File: src/rtl/ula_despacho_if.sv
// ula_despacho_if: decoded-op handshake plus the ULA-facing bus of the issue stage.
// The stage owns the slave side; the producer of ops and the ULA sit behind the master side.
interface ula_despacho_if;
    logic        in_valid;
    logic        in_ready;
    logic [4:0]  in_op;
    logic [4:0]  in_rs;
    logic [4:0]  in_rt;
    logic [4:0]  in_rd;
    logic [31:0] in_rs_val;
    logic [31:0] in_rt_val;
    logic [31:0] in_imm;
    logic        in_use_imm;
    logic        flush;
    logic [31:0] ula_saida;
    logic        ula_zero;
    logic        ula_overflow;
    logic [4:0]  controle;
    logic [31:0] A;
    logic [31:0] B;
    logic        res_valid;
    logic [4:0]  res_rd;
    logic        res_wr;
    logic        res_illegal;

    modport slave (
        input  in_valid, in_op, in_rs, in_rt, in_rd, in_rs_val, in_rt_val, in_imm, in_use_imm,
               flush, ula_saida, ula_zero, ula_overflow,
        output in_ready, controle, A, B, res_valid, res_rd, res_wr, res_illegal
    );

    modport master (
        output in_valid, in_op, in_rs, in_rt, in_rd, in_rs_val, in_rt_val, in_imm, in_use_imm,
               flush, ula_saida, ula_zero, ula_overflow,
        input  in_ready, controle, A, B, res_valid, res_rd, res_wr, res_illegal
    );
endinterface

File: src/rtl/ula_despacho.sv
// ula_despacho: issue stage in front of the registered-input ULA; selects and forwards operands,
// stalls one cycle on the RAW hazard of the ULA's registered output, and tags results for writeback.
module ula_despacho #(
    parameter int STALL_CNT_W = 16
) (
    input  logic                   clk,
    input  logic                   rst_n,
    ula_despacho_if.slave          bus,
    output logic [STALL_CNT_W-1:0] stall_cnt
);
    localparam logic [4:0] OP_DIV  = 5'd3;
    localparam logic [4:0] OP_NULL = 5'd30;
    localparam logic [4:0] OP_HOLD = 5'd31;

    typedef enum logic [1:0] {IDLE, ISSUED, STALL} state_t;

    state_t                 r_state;
    state_t                 w_next;
    logic [4:0]             r_controle;
    logic [31:0]            r_a;
    logic [31:0]            r_b;
    logic [4:0]             r_issue_rd;
    logic                   r_issue_wr;
    logic                   r_issue_ill;
    logic                   r_res_valid;
    logic [4:0]             r_res_rd;
    logic                   r_res_wr;
    logic                   r_res_ill;
    logic [STALL_CNT_W-1:0] r_stall;
    logic                   w_issue_valid;
    logic                   w_hazard;
    logic                   w_ready;
    logic                   w_accept;
    logic [31:0]            w_a;
    logic [31:0]            w_rt;
    logic [31:0]            w_b;
    logic                   w_illegal;
    logic                   w_bad;
    logic                   w_branch;
    logic                   w_wr;

    // Operand select: the result on res_* this cycle is newer than the regfile copy.
    always_comb begin
        w_a       = (r_res_valid && r_res_wr && r_res_rd == bus.in_rs) ? bus.ula_saida : bus.in_rs_val;
        w_rt      = (r_res_valid && r_res_wr && r_res_rd == bus.in_rt) ? bus.ula_saida : bus.in_rt_val;
        w_b       = bus.in_use_imm ? bus.in_imm : w_rt;
        w_illegal = bus.in_op > 5'd14 && bus.in_op != OP_NULL;
        w_bad     = w_illegal || (bus.in_op == OP_DIV && w_b == 32'd0);
        w_branch  = bus.in_op >= 5'd8 && bus.in_op <= 5'd11;
        w_wr      = !w_bad && !w_branch && bus.in_rd != 5'd0;
    end

    always_ff @(posedge clk or negedge rst_n) begin
        if (!rst_n)
            r_state <= IDLE;
        else
            r_state <= w_next;
    end

    always_comb begin
        w_next = bus.flush ? IDLE : w_accept ? ISSUED : w_hazard ? STALL : IDLE;
    end

    always_comb begin
        w_issue_valid = r_state == ISSUED;
        w_hazard      = bus.in_valid && w_issue_valid && r_issue_wr &&
                        (r_issue_rd == bus.in_rs || (!bus.in_use_imm && r_issue_rd == bus.in_rt));
        w_ready       = !bus.flush && !w_hazard;
        w_accept      = bus.in_valid && w_ready;
        bus.in_ready  = w_ready;
    end

    // Bad ops still occupy a slot, but as a harmless controle=30 with B=0 so the ULA never divides by 0.
    always_ff @(posedge clk or negedge rst_n) begin
        if (!rst_n) begin
            r_controle  <= OP_HOLD;
            r_a         <= '0;
            r_b         <= '0;
            r_issue_rd  <= '0;
            r_issue_wr  <= 1'b0;
            r_issue_ill <= 1'b0;
            r_res_valid <= 1'b0;
            r_res_rd    <= '0;
            r_res_wr    <= 1'b0;
            r_res_ill   <= 1'b0;
            r_stall     <= '0;
        end else begin
            r_controle <= w_accept ? (w_bad ? OP_NULL : bus.in_op) : OP_HOLD;
            if (w_accept) begin
                r_a         <= w_a;
                r_b         <= w_bad ? 32'd0 : w_b;
                r_issue_rd  <= bus.in_rd;
                r_issue_wr  <= w_wr;
                r_issue_ill <= w_bad;
            end
            r_res_valid <= w_issue_valid && !bus.flush;
            r_res_rd    <= r_issue_rd;
            r_res_wr    <= w_issue_valid && !bus.flush && r_issue_wr;
            r_res_ill   <= w_issue_valid && !bus.flush && r_issue_ill;
            if (bus.in_valid && !w_ready && !bus.flush && r_stall != '1)
                r_stall <= r_stall + 1'b1;
        end
    end

    assign bus.controle    = r_controle;
    assign bus.A           = r_a;
    assign bus.B           = r_b;
    assign bus.res_valid   = r_res_valid;
    assign bus.res_rd      = r_res_rd;
    assign bus.res_wr      = r_res_wr;
    assign bus.res_illegal = r_res_ill;
    assign stall_cnt       = r_stall;
endmodule

File: src/flat_wrapper.sv
// flat-port wrapper written by rule: the top's interface ports become plain ports
module ula_despacho_flat 
#(
    parameter int STALL_CNT_W = 16
)
  (clk, rst_n, stall_cnt, bus_in_valid, bus_in_op, bus_in_rs, bus_in_rt, bus_in_rd, bus_in_rs_val, bus_in_rt_val, bus_in_imm, bus_in_use_imm, bus_flush, bus_ula_saida, bus_ula_zero, bus_ula_overflow, bus_in_ready, bus_controle, bus_A, bus_B, bus_res_valid, bus_res_rd, bus_res_wr, bus_res_illegal);
  ula_despacho_if bus_i ();
  input  logic clk;
  input  logic rst_n;
  output logic [STALL_CNT_W-1:0] stall_cnt;
  input wire logic [$bits(bus_i.in_valid)-1:0] bus_in_valid;
  input wire logic [$bits(bus_i.in_op)-1:0] bus_in_op;
  input wire logic [$bits(bus_i.in_rs)-1:0] bus_in_rs;
  input wire logic [$bits(bus_i.in_rt)-1:0] bus_in_rt;
  input wire logic [$bits(bus_i.in_rd)-1:0] bus_in_rd;
  input wire logic [$bits(bus_i.in_rs_val)-1:0] bus_in_rs_val;
  input wire logic [$bits(bus_i.in_rt_val)-1:0] bus_in_rt_val;
  input wire logic [$bits(bus_i.in_imm)-1:0] bus_in_imm;
  input wire logic [$bits(bus_i.in_use_imm)-1:0] bus_in_use_imm;
  input wire logic [$bits(bus_i.flush)-1:0] bus_flush;
  input wire logic [$bits(bus_i.ula_saida)-1:0] bus_ula_saida;
  input wire logic [$bits(bus_i.ula_zero)-1:0] bus_ula_zero;
  input wire logic [$bits(bus_i.ula_overflow)-1:0] bus_ula_overflow;
  output wire logic [$bits(bus_i.in_ready)-1:0] bus_in_ready;
  output wire logic [$bits(bus_i.controle)-1:0] bus_controle;
  output wire logic [$bits(bus_i.A)-1:0] bus_A;
  output wire logic [$bits(bus_i.B)-1:0] bus_B;
  output wire logic [$bits(bus_i.res_valid)-1:0] bus_res_valid;
  output wire logic [$bits(bus_i.res_rd)-1:0] bus_res_rd;
  output wire logic [$bits(bus_i.res_wr)-1:0] bus_res_wr;
  output wire logic [$bits(bus_i.res_illegal)-1:0] bus_res_illegal;
  assign bus_i.in_valid = bus_in_valid;
  assign bus_i.in_op = bus_in_op;
  assign bus_i.in_rs = bus_in_rs;
  assign bus_i.in_rt = bus_in_rt;
  assign bus_i.in_rd = bus_in_rd;
  assign bus_i.in_rs_val = bus_in_rs_val;
  assign bus_i.in_rt_val = bus_in_rt_val;
  assign bus_i.in_imm = bus_in_imm;
  assign bus_i.in_use_imm = bus_in_use_imm;
  assign bus_i.flush = bus_flush;
  assign bus_i.ula_saida = bus_ula_saida;
  assign bus_i.ula_zero = bus_ula_zero;
  assign bus_i.ula_overflow = bus_ula_overflow;
  assign bus_in_ready = bus_i.in_ready;
  assign bus_controle = bus_i.controle;
  assign bus_A = bus_i.A;
  assign bus_B = bus_i.B;
  assign bus_res_valid = bus_i.res_valid;
  assign bus_res_rd = bus_i.res_rd;
  assign bus_res_wr = bus_i.res_wr;
  assign bus_res_illegal = bus_i.res_illegal;
  ula_despacho #(.STALL_CNT_W(STALL_CNT_W)) u_core (.clk(clk), .rst_n(rst_n), .bus(bus_i), .stall_cnt(stall_cnt));
endmodule
File: config.mk
export PLATFORM = sky130hd
export DESIGN_NAME = ula_despacho_flat
export DESIGN_NICKNAME = d
export VERILOG_FILES = /design/src/rtl/ula_despacho_if.sv /design/src/rtl/ula_despacho.sv /design/src/flat_wrapper.sv
export SDC_FILE = /design/constraint.sdc
export NUM_CORES = 1
export LEC_CHECK = 0
export BUFFER_PORTS_ARGS = -buffer_cell sky130_fd_sc_hd__buf_4
export CAP_MARGIN = 15
export CORE_ASPECT_RATIO = 1.75
export CORE_MARGIN = 4
export CORE_UTILIZATION = 46
export DETAILED_ROUTE_END_ITERATION = 6
export MAX_ROUTING_LAYER = met4
export PLACE_DENSITY_LB_ADDON = 0.3
export RECOVER_POWER = 25
export SETUP_SLACK_MARGIN = 0.1
export SLEW_MARGIN = 10
export SYNTH_ARGS = -nofsm -noshare
export SYNTH_HDL_FRONTEND = slang
export SYNTH_SLANG_ARGS = --single-unit
File: constraint.sdc
create_clock -name clk -period 3.65 [get_ports clk]
set_input_delay 0.9125 -clock clk [delete_from_list [all_inputs] [get_ports clk]]
set_output_delay 0.9125 -clock clk [all_outputs]
set_load 0.05 [all_outputs]
==> summary.md, run 1 <==
## Min path
• u_core.r_issue_rd[2]$_DFFE_PN0P_ — start point of the worst hold path
• register to register — class of the most critical hold timing path

## Synth
• 616 — Synth Instances
• 772 — synthesized netlist net count
• 5518 µm² — Mapped Area
• 8.957 µm² — synthesized area per cell
• 56 — synth unique cells
• 0 — Synthesis Warnings
• 0 — EDFF count, synth
• 102 — number of synthesized register bits
• 1.000 — fraction of registers with async set/reset
• sky130_fd_sc_hd__dfrtp_1 — most used flip-flop cell after synthesis
• 0.4637 — register area share after synthesis

## Critical path
• primary input to primary output — critical path start-end classification
• bus_in_ready — worst setup path endpoint
• 0.71 ns — slack of the worst reg-to-reg path
• buf_4 > xor2_1 > nor4_1 > a32oi_1 > nor2_1 > nor2_1 > buf_4 — series of cell instances along the critical path
• 9 — cell depth of the worst flop-to-flop path
• sky130_fd_sc_hd__a32oi_1 — Worst path slowest cell
• u_core.bus.res_rd[3]$_DFF_PN0_ — worst reg2reg startpoint
• primary output — Critical Path End Type
• 2.74 ns — required time at the endpoint of the critical path
• primary input — type of element launching the critical path
• 3 — maximum fanout along the worst path
• bus_in_rt[3] — worst setup path startpoint
• simple AND/OR/NAND/NOR gates — dominant delay contributor by cell family on the critical path
• 0.40 ns — Worst path max stage delay
• u_core.r_issue_wr$_DFFE_PN0P_ — RR Endpoint
• 2.27 ns — endpoint arrival time on the critical path
• 2 — Bufs and invs on worst path
• 7 — critical path depth in cells

## Flow run
• 0 — Maximum Capacitance Violations

## Global route
• 0.3116 — all-layer global routing usage
• 0 — remaining global-route overflow
• 6015 — vias in the first global route
• 32510 µm — wire length of the first global-routing pass
• 126 — maximum number of pins on one net before global-route repair
• 0 — antenna violations before repair

## Clock network
• 0.07 ns — clock-pin slew of the registers on the worst-case setup and hold paths
• 9 — clock buffer count from CTS
• yes — clock tree from TritonCTS
• 0 — number of buffers inserted by post-CTS setup repair
• 3 — CTS H-Tree Depth
• 0 — post-CTS resize count
• 0.35 ns — Clock Latency Late Sink
• 0 — Post-CTS Hold Fix Bufs
• sky130_fd_sc_hd__clkbuf_16 — CTS Root Cell
• 2 — Max Root-Sink Buffers
• 102 — # clock sinks

## Floorplan
• 11650 µm² — core area
• 152.9 µm — Die Y
• 249 — IO Count
• 0.4738 — effective utilization at floorplan
• 90.79 µm — die span in x
• 52 — standard-cell rows
• 13880 µm² — area enclosed by the die boundary

## Power
• 3.317 mW — PnR Total Power
• 3.956 nW — Lkg Pwr
• 422.7 nW/µm² — total power density per cell area
• 0.0002754 V — maximum vdd drop

## Route
• 418 — violation count after the first detailed-routing iteration
• 0 — number of nets with antenna violations after routing
• 5803 — via count
• 21.18 µm — post-detailed-route wirelength per cell
• 5.850 — detailed-route vias per instance
• 6 — count of TritonRoute iterations in the first routing pass
• 21010 µm — total wire length
• 0 — drt drc

## Cells and area
• 981 — fill cell total of the finished layout
• sky130_fd_sc_hd__buf_4 — most frequent standard cell in the layout excluding fill and tap cells
• 1008 — number of nets at the end of the flow
• 0 — Antenna Diode Count
• 0.3466 — fraction of final layout cells sized beyond drive strength 1
• sky130_fd_sc_hd__buf_4 (259), sky130_fd_sc_hd__nand2_1 (134), sky130_fd_sc_hd__dfrtp_1 (97) — most frequent cells in the layout
• 42.20% — area growth from synthesis to layout
• 7846 µm² — area of all placed cells without fillers

## Timing
• 1.495 ns — Worst-Margin Slew
• 0 — count of endpoints failing setup in the final report
• 0 — final hold viol count
• 3.178 ns — shortest clock period the worst path allows after layout
• 0 ns — final total negative setup slack
• 0.003550 — worst relative slew slack
• 0.8708 — final critical-path share of the clock period
• 0.006853 ns — Worst Clk Skew
• 314.6 MHz — Max Clk Rate
• no — unrepaired setup endpoints after global routing
• 0 — Slew Viols, Final

## Place
• 7548 µm² — placed cell area
• 16750 µm — HPWL reported at the end of detailed placement
• 0.9923 — final estimated routing congestion in global placement
• 246 — number of buffers inserted by port buffering

## Outcome
• finished clean — outcome

==> worst min path at each step <==
| stage | to | slack (ns) | cells after the start |
|---|---|---|---|
| finish | u_core.bus.res_rd[2]$_DFF_PN0_ | 0.46 | 0 |
| global route | u_core.bus.res_rd[1]$_DFF_PN0_ | 0.48 | 0 |
| CTS | u_core.bus.res_rd[2]$_DFF_PN0_ | 0.46 | 0 |
| detailed placement | u_core.bus.res_rd[2]$_DFF_PN0_ | 0.45 | 0 |
| global placement | u_core.bus.res_rd[3]$_DFF_PN0_ | 0.45 | 0 |
| floorplan | u_core.bus.res_valid$_DFF_PN0_ | 0.41 | 1 |
==> flip-flops by register name (all words and copies together) (netlist names) <==
signal,cells
u_core.bus.controle,5
u_core.bus.res_valid,1
u_core.r_state,2
u_core.bus.res_illegal,1
u_core.stall_cnt,16
u_core.bus.A,32
u_core.r_issue_wr,1
u_core.bus.B,32
u_core.r_issue_ill,1
u_core.r_issue_rd,5
u_core.bus.res_wr,1
u_core.bus.res_rd,5
==> synthesized netlist by cell type, types with 3 or more instances <==
cell type                  instances  area [µm²]
sky130_fd_sc_hd__clkbuf_1         32       120.1
sky130_fd_sc_hd__a22o_1            3       26.28
sky130_fd_sc_hd__nor4_1           14       87.58
sky130_fd_sc_hd__nor3_1           12       60.06
sky130_fd_sc_hd__dfrtp_1          97        2427
sky130_fd_sc_hd__inv_1             5       18.77
sky130_fd_sc_hd__and2_1            4       25.02
sky130_fd_sc_hd__o31ai_1          19       142.6
sky130_fd_sc_hd__xnor2_1          14       122.6
sky130_fd_sc_hd__nor2_1           25       93.84
sky130_fd_sc_hd__o211ai_1         16       120.1
sky130_fd_sc_hd__a31oi_1           3       18.77
sky130_fd_sc_hd__nand4_1           7       43.79
sky130_fd_sc_hd__xor2_1           18       157.7
sky130_fd_sc_hd__dfstp_2           5       131.4
sky130_fd_sc_hd__a211oi_1          3       22.52
sky130_fd_sc_hd__mux2_2            6       67.56
sky130_fd_sc_hd__nand3b_1          3       22.52
sky130_fd_sc_hd__a21oi_1          17       85.08
sky130_fd_sc_hd__or3_1             5       31.28
sky130_fd_sc_hd__mux2i_1          37       370.4
sky130_fd_sc_hd__nand2_1         136       510.5
sky130_fd_sc_hd__o21ai_0          62       310.3
sky130_fd_sc_hd__buf_1             5       18.77
sky130_fd_sc_hd__nand3_1          26       130.1
==> through the flow <==
| stage | hold slack (ns) | std cells | setup WS [ns] | util |
|---|---|---|---|---|
| 5_1_grt | 0.4783 | 992 | 0.3867 | 0.6737 |
| 6_report | 0.4626 | 992 | 0.4717 | 0.6737 |
| 3_3_place_gp | 0.4472 | 976 | 0.1088 | 0.6482 |
| 3_5_place_dp | 0.4470 | 976 | 0.1197 | 0.6482 |
| 4_1_cts | 0.4616 | 992 | 0.4627 | 0.6746 |
| 2_1_floorplan | 0.4122 | 616 | 0.2033 | - |
==> routing by layer <==
layer,GRT usage,routed length (µm)
met5,-,0
met4,0.1633,1166
met3,0.07427,1615
met2,0.5281,10880
met1,0.3363,7342
==> cell type report <==
| class | count | area, µm² | share of cell area |
|---|---|---|---|
| repair buffers | 264 | 1997 | 0.2545 |
| multi-input cells | 469 | 2791 | 0.3558 |
| flip-flops and latches | 102 | 2559 | 0.3261 |
| well taps | 135 | 168.9 | 0.02153 |
| clock buffers | 10 | 239.0 | 0.03046 |
| inverters | 6 | 22.52 | 0.002870 |
| clock inverters | 6 | 68.82 | 0.008771 |
==> report_power, final <==
part,switching [mW],internal (mW)
Clock,0.437,0.556
Combinational,0.666,0.344
Sequential,0.0741,1.24
Total,1.18,2.14
==> logic make-up (layout without fill, tap and decap cells) <==
family	Yosys count	count (layout)	synth area share
simple gates	247	247	0.2025
compound gates	146	146	0.1692
flops	102	102	0.4637
buf+inv	45	286	0.03220
mux	43	43	0.07937
xor+xnor	32	32	0.05079
fa+ha+maj	1	1	0.002267
(Power assumes the default switching activity.)
==> run 2, diff against run 1 <==
--- a/config.mk
+++ b/config.mk
@@ -9,8 +9,9 @@
 export CAP_MARGIN = 15
 export CORE_ASPECT_RATIO = 1.75
 export CORE_MARGIN = 4
-export CORE_UTILIZATION = 46
+export CORE_UTILIZATION = 48
 export DETAILED_ROUTE_END_ITERATION = 6
+export GPL_TIMING_DRIVEN = 0
 export MAX_ROUTING_LAYER = met4
 export PLACE_DENSITY_LB_ADDON = 0.3
 export RECOVER_POWER = 25
==> summary.md, run 2 (synthesis gave the netlist of run 1 again) <==
## Power
• 0.316 — combinational share of power
• 3.893 nW — Lkg Pwr
• 1.207 mW — switching power
• 2.046 mW — internal power consumption
• 0.277 — power share of the clock group
• 0.0003485 V — maximum vdd drop
• 416.5 nW/µm² — total power density per cell area
• 0.406 — share of power burned in registers
• 0.3710 — sw frac

## Outcome
• finished, violations left — outcome
• max-capacitance violations, max-slew violations — violated checks

## Timing
• 290.0 MHz — Max Clk Rate
• no — unrepaired setup endpoints after global routing
• 0 — final hold viol count
• 0 ns — final total negative setup slack
• 0 — count of endpoints failing setup in the final report
• -0.04742 — worst relative slew slack
• 3.449 ns — shortest clock period the worst path allows after layout
• 0.009418 ns — Worst Clk Skew
• 63 — Slew Viols, Final
• 1.571 ns — Worst-Margin Slew
• 0.9448 — final critical-path share of the clock period

## Route
• 0 — number of nets with antenna violations after routing
• 0 — drt drc
• 23.76 µm — post-detailed-route wirelength per cell
• 478 — violation count after the first detailed-routing iteration
• 6131 — via count
• 24000 µm — total wire length
• 6.070 — detailed-route vias per instance
• 5 — count of TritonRoute iterations in the first routing pass

## Place
• 1.004 — final estimated routing congestion in global placement
• 19390 µm — HPWL reported at the end of detailed placement
• 7542 µm² — placed cell area
• 245 — number of buffers inserted by port buffering

## Cells and area
• 7810 µm² — area of all placed cells without fillers
• 0 — Antenna Diode Count
• 1029 — number of nets at the end of the flow
• sky130_fd_sc_hd__buf_4 — most frequent standard cell in the layout excluding fill and tap cells
• 41.54% — area growth from synthesis to layout
• sky130_fd_sc_hd__buf_4 (243), sky130_fd_sc_hd__nand2_1 (136), sky130_fd_sc_hd__dfrtp_1 (97) — most frequent cells in the layout
• 0.3235 — fraction of final layout cells sized beyond drive strength 1

## Floorplan
• 51 — standard-cell rows
• 11170 µm² — core area
• 149.8 µm — Die Y
• 249 — IO Count
• 13340 µm² — area enclosed by the die boundary
• 89.05 µm — die span in x
• 0.4941 — effective utilization at floorplan

## Global route
• 0 — remaining global-route overflow
• met2 — gr busiest metal
• 0.3879 — met1 demand-to-capacity share in global routing
• 0.6306 — routing usage on met2
• 63 — maximum number of pins on one net before global-route repair
• 35200 µm — wire length of the first global-routing pass
• 6453 — vias in the first global route
• 0.06171 — met3 track demand over resource in global routing
• 0.3687 — all-layer global routing usage
• 0 — antenna violations before repair

## Clock network
• 102 — # clock sinks
• 3 — CTS H-Tree Depth
• 0.07 ns — clock-pin slew of the registers on the worst-case setup and hold paths
• sky130_fd_sc_hd__clkbuf_16 — CTS Root Cell
• 0.35 ns — Clock Latency Late Sink
• 2 — Max Root-Sink Buffers
• yes — clock tree from TritonCTS
• 0 — Post-CTS Hold Fix Bufs
• 9 — clock buffer count from CTS

## Critical path
• 3 — Bufs and invs on worst path
• 3.69 ns — endpoint arrival time on the critical path
• 0.56 ns — Worst path max stage delay
• primary input to register — critical path start-end classification
• compound AO/OA/AOI/OAI gates — dominant delay contributor by cell family on the critical path
• sky130_fd_sc_hd__a22o_1 — Most Frequent Cell on Critical Path
• 3.89 ns — required time at the endpoint of the critical path
• primary input — type of element launching the critical path
• buf_4 > xor2_1 > or4_4 > or2_1 > buf_2 > buf_6 > o31ai_1 > a22o_1 > nand4_1 > o31a_1 > a22o_1 — series of cell instances along the critical path
• 10 — maximum fanout along the worst path
• register — Critical Path End Type
• sky130_fd_sc_hd__or4_4 — Worst path slowest cell

## Min path
• register to register — class of the most critical hold timing path

## Flow run
• 1 — Maximum Capacitance Violations

-- run 2: worst paths after layout --
path | from | to | slack, ns | depth (start not counted)
min in group asynchronous | rst_n | u_core.bus.A[11]$_DFFE_PN0P_ | 0.95 | 1
worst min register to register | u_core.r_issue_rd[4]$_DFFE_PN0P_ | u_core.bus.res_rd[4]$_DFF_PN0_ | 0.47 | 0
worst min-delay path | u_core.r_issue_rd[4]$_DFFE_PN0P_ | u_core.bus.res_rd[4]$_DFF_PN0_ | 0.47 | 0
worst max register to register | u_core.bus.res_rd[3]$_DFF_PN0_ | u_core.r_issue_wr$_DFFE_PN0P_ | 0.43 | 10
max in group asynchronous | rst_n | u_core.bus.B[6]$_DFFE_PN0P_ | 0.95 | 2
worst max-delay path | bus_in_rt[3] | u_core.r_issue_wr$_DFFE_PN0P_ | 0.20 | 11
-- run 2: metal layers --
layer	vias up	wire [µm]	part of all wire
met4	0	1697	0.071
met1	2937	7717	0.32
li1	2706	-	-
met2	377	12570	0.52
met5	-	0	0
met3	111	2010	0.084
-- run 2: power by group through the flow --
stage	registers, mW	logic (mW)	clock network, mW
floorplan	1.67	0.218	0
CTS	1.32	1.03	0.901
global route	1.33	1.08	0.950
global placement	1.34	1.00	0
detailed placement	1.34	1.02	0
finish	1.32	1.03	0.903
-- run 2: final cells by class --
type                            count  area [µm²]
Buffer                             39       158.9
Clock buffer                       11       232.7
Clock inverter                      5       36.28
Fill cell                         913        3357
Inverter                            6       22.52
Multi-Input combinational cell    469        2798
Sequential cell                   102        2559
Tap cell                          132       165.2
Timing Repair Buffer              246        1838
-- run 2: metrics by stage --
step / setup slack [ns] / utilization / hold WS, ns / power [mW] / instances
2_1_floorplan: 0.2033 / - / 0.4122 / 1.892 / 616
3_3_place_gp: -0.1914 / 0.6736 / 0.4452 / 2.340 / 993
3_5_place_dp: -0.3204 / 0.6754 / 0.4527 / 2.366 / 994
4_1_cts: 0.1349 / 0.7001 / 0.4687 / 3.248 / 1010
5_1_grt: 0.1598 / 0.6994 / 0.4949 / 3.363 / 1010
6_report: 0.2015 / 0.6994 / 0.4729 / 3.253 / 1010
-- run 2: what timing repair did --
item | in CTS | in global routing
hold endpoints to repair | 0 | 0
resized for setup | 1 | 8
buffers inserted | 0 | 0
endpoints found under the setup margin | 4 | 68
==> run 3, diff against run 2 <==
--- a/config.mk
+++ b/config.mk
@@ -14,7 +14,6 @@
 export GPL_TIMING_DRIVEN = 0
 export MAX_ROUTING_LAYER = met4
 export PLACE_DENSITY_LB_ADDON = 0.3
-export RECOVER_POWER = 25
 export SETUP_SLACK_MARGIN = 0.1
 export SLEW_MARGIN = 10
 export SYNTH_ARGS = -nofsm -noshare
==> summary.md, run 3 (synthesis gave the netlist of run 1 again) <==
## Route
• 459 — violation count after the first detailed-routing iteration
• 6.110 — detailed-route vias per instance
• 6 — count of TritonRoute iterations in the first routing pass
• 0 — number of nets with antenna violations after routing
• 6171 — via count
• 23970 µm — total wire length
• 23.73 µm — post-detailed-route wirelength per cell
• 0 — drt drc

## Clock network
• 0.35 ns — Clock Latency Late Sink
• 0 — Post-CTS Hold Fix Bufs
• 9 — clock buffer count from CTS
• 0 — number of buffers inserted by post-CTS setup repair
• 3 — CTS H-Tree Depth
• 2 — Max Root-Sink Buffers
• 0.07 ns — clock-pin slew of the registers on the worst-case setup and hold paths
• yes — clock tree from TritonCTS
• sky130_fd_sc_hd__clkbuf_16 — CTS Root Cell
• 102 — # clock sinks

## Critical path
• primary input — type of element launching the critical path
• 3.70 ns — endpoint arrival time on the critical path
• register — Critical Path End Type
• bus_in_rt[3] — worst setup path startpoint
• 3.89 ns — required time at the endpoint of the critical path
• 10 — maximum fanout along the worst path
• u_core.bus.res_rd[3]$_DFF_PN0_ — worst reg2reg startpoint
• primary input to register — critical path start-end classification

## Power
• 0.276 — power share of the clock group
• 3.905 nW — Lkg Pwr
• 415.4 nW/µm² — total power density per cell area
• 2.049 mW — internal power consumption
• 0.406 — share of power burned in registers
• 3.253 mW — PnR Total Power
• 0.0003474 V — maximum vdd drop
• 1.204 mW — switching power
• 0.3701 — sw frac
• 0.317 — combinational share of power

## Global route
• 0.06171 — met3 track demand over resource in global routing
• 63 — maximum number of pins on one net before global-route repair
• 0.3879 — met1 demand-to-capacity share in global routing
• 0 — remaining global-route overflow
• 0.6306 — routing usage on met2
• 0 — antenna violations before repair
• met2 — gr busiest metal
• 0.3687 — all-layer global routing usage
• 35200 µm — wire length of the first global-routing pass
• 6453 — vias in the first global route

## Place
• -0.3204 ns — pre-CTS setup slack
• 245 — number of buffers inserted by port buffering
• 19390 µm — HPWL reported at the end of detailed placement
• 1.004 — final estimated routing congestion in global placement

## Flow run
• 0 — Maximum Capacitance Violations

## Timing
• 288.9 MHz — Max Clk Rate
• 0 — count of endpoints failing setup in the final report
• 0.4102 — worst relative slew slack
• 0.9482 — final critical-path share of the clock period
• 0.009796 ns — Worst Clk Skew
• 0 ns — final total negative setup slack
• 0.1890 ns — setup ws final
• 0 — final hold viol count
• 0.8601 ns — Worst-Margin Slew
• 3.461 ns — shortest clock period the worst path allows after layout
• 0 — Slew Viols, Final
• no — unrepaired setup endpoints after global routing

## Cells and area
• 0.3246 — fraction of final layout cells sized beyond drive strength 1
• 0.7013 — fin util
• 41.93% — area growth from synthesis to layout
• 908 — fill cell total of the finished layout
• sky130_fd_sc_hd__buf_4 (245), sky130_fd_sc_hd__nand2_1 (136), sky130_fd_sc_hd__dfrtp_1 (97) — most frequent cells in the layout
• 1029 — number of nets at the end of the flow
• 0 — Antenna Diode Count
• sky130_fd_sc_hd__buf_4 — most frequent standard cell in the layout excluding fill and tap cells

## Floorplan
• 11170 µm² — core area
• 0.4941 — effective utilization at floorplan
• 13340 µm² — area enclosed by the die boundary
• 249 — IO Count
• 149.8 µm — Die Y
• 89.05 µm — die span in x
• 51 — standard-cell rows

## Min path
• u_core.r_issue_rd[4]$_DFFE_PN0P_ — start point of the worst hold path
• register to register — class of the most critical hold timing path

## Outcome
• finished clean — outcome

==> run 3: worst paths after layout <==
kind | end | slack (ns) | cells past startpoint
max | u_core.r_issue_wr$_DFFE_PN0P_ | 0.19 | 11
min | u_core.bus.res_rd[4]$_DFF_PN0_ | 0.47 | 0
max reg2reg | u_core.r_issue_wr$_DFFE_PN0P_ | 0.42 | 10
min reg2reg | u_core.bus.res_rd[4]$_DFF_PN0_ | 0.47 | 0
max in group asynchronous | u_core.bus.controle[3]$_DFF_PN1_ | 2.23 | 2
min in group asynchronous | u_core.bus.A[10]$_DFFE_PN0P_ | 0.65 | 1
==> run 3: through the flow <==
step | area, µm² | hold WS [ns] | instances
floorplan | 5518 | 0.4122 | 616
global placement | 7522 | 0.4452 | 993
detailed placement | 7542 | 0.4527 | 994
CTS | 7818 | 0.4687 | 1010
global route | 7831 | 0.4949 | 1010
finish | 7831 | 0.4729 | 1010
==> run 3: worst max-delay path, cell delays in order <==
cell                      delay [ns]
sky130_fd_sc_hd__buf_4          0.12
sky130_fd_sc_hd__xor2_1         0.14
sky130_fd_sc_hd__or4_4          0.56
sky130_fd_sc_hd__or2_1          0.22
sky130_fd_sc_hd__buf_2          0.19
sky130_fd_sc_hd__buf_6          0.17
sky130_fd_sc_hd__o31ai_1        0.36
sky130_fd_sc_hd__a22o_1         0.22
sky130_fd_sc_hd__nand4_1        0.11
sky130_fd_sc_hd__o31a_1         0.46
sky130_fd_sc_hd__a22o_1         0.24
==> run 3: layout make-up <==
cell class | count | area, µm² | share of cell area
Buffer | 39 | 158.9 | 0.02029
Clock buffer | 11 | 232.7 | 0.02972
Clock inverter | 5 | 36.28 | 0.004633
Inverter | 6 | 22.52 | 0.002876
Multi-Input combinational cell | 469 | 2798 | 0.3572
Sequential cell | 102 | 2559 | 0.3267
Tap cell | 132 | 165.2 | 0.02109
Timing Repair Buffer | 246 | 1859 | 0.2374
==> run 3: per-layer routing <==
layer  routed length (µm)  share of wire
met1                 7614           0.32
met2                12610           0.53
met3                 2082          0.087
met4                 1662          0.069
met5                    0              0
==> run 3: what timing repair did <==
item | CTS | global route
resized for setup | 1 | 8
pin swaps | 0 | 0
setup endpoints to repair | 4 | 68
==> run 3: power groups by stage <==
| stage | Sequential (mW) | Combinational, mW | Clock [mW] |
|---|---|---|---|
| final | 1.32 | 1.03 | 0.899 |
| after global routing | 1.33 | 1.09 | 0.950 |
| after CTS | 1.32 | 1.03 | 0.901 |
| after detailed placement | 1.34 | 1.02 | 0 |
| after global placement | 1.34 | 1.00 | 0 |
| after floorplan | 1.67 | 0.218 | 0 |
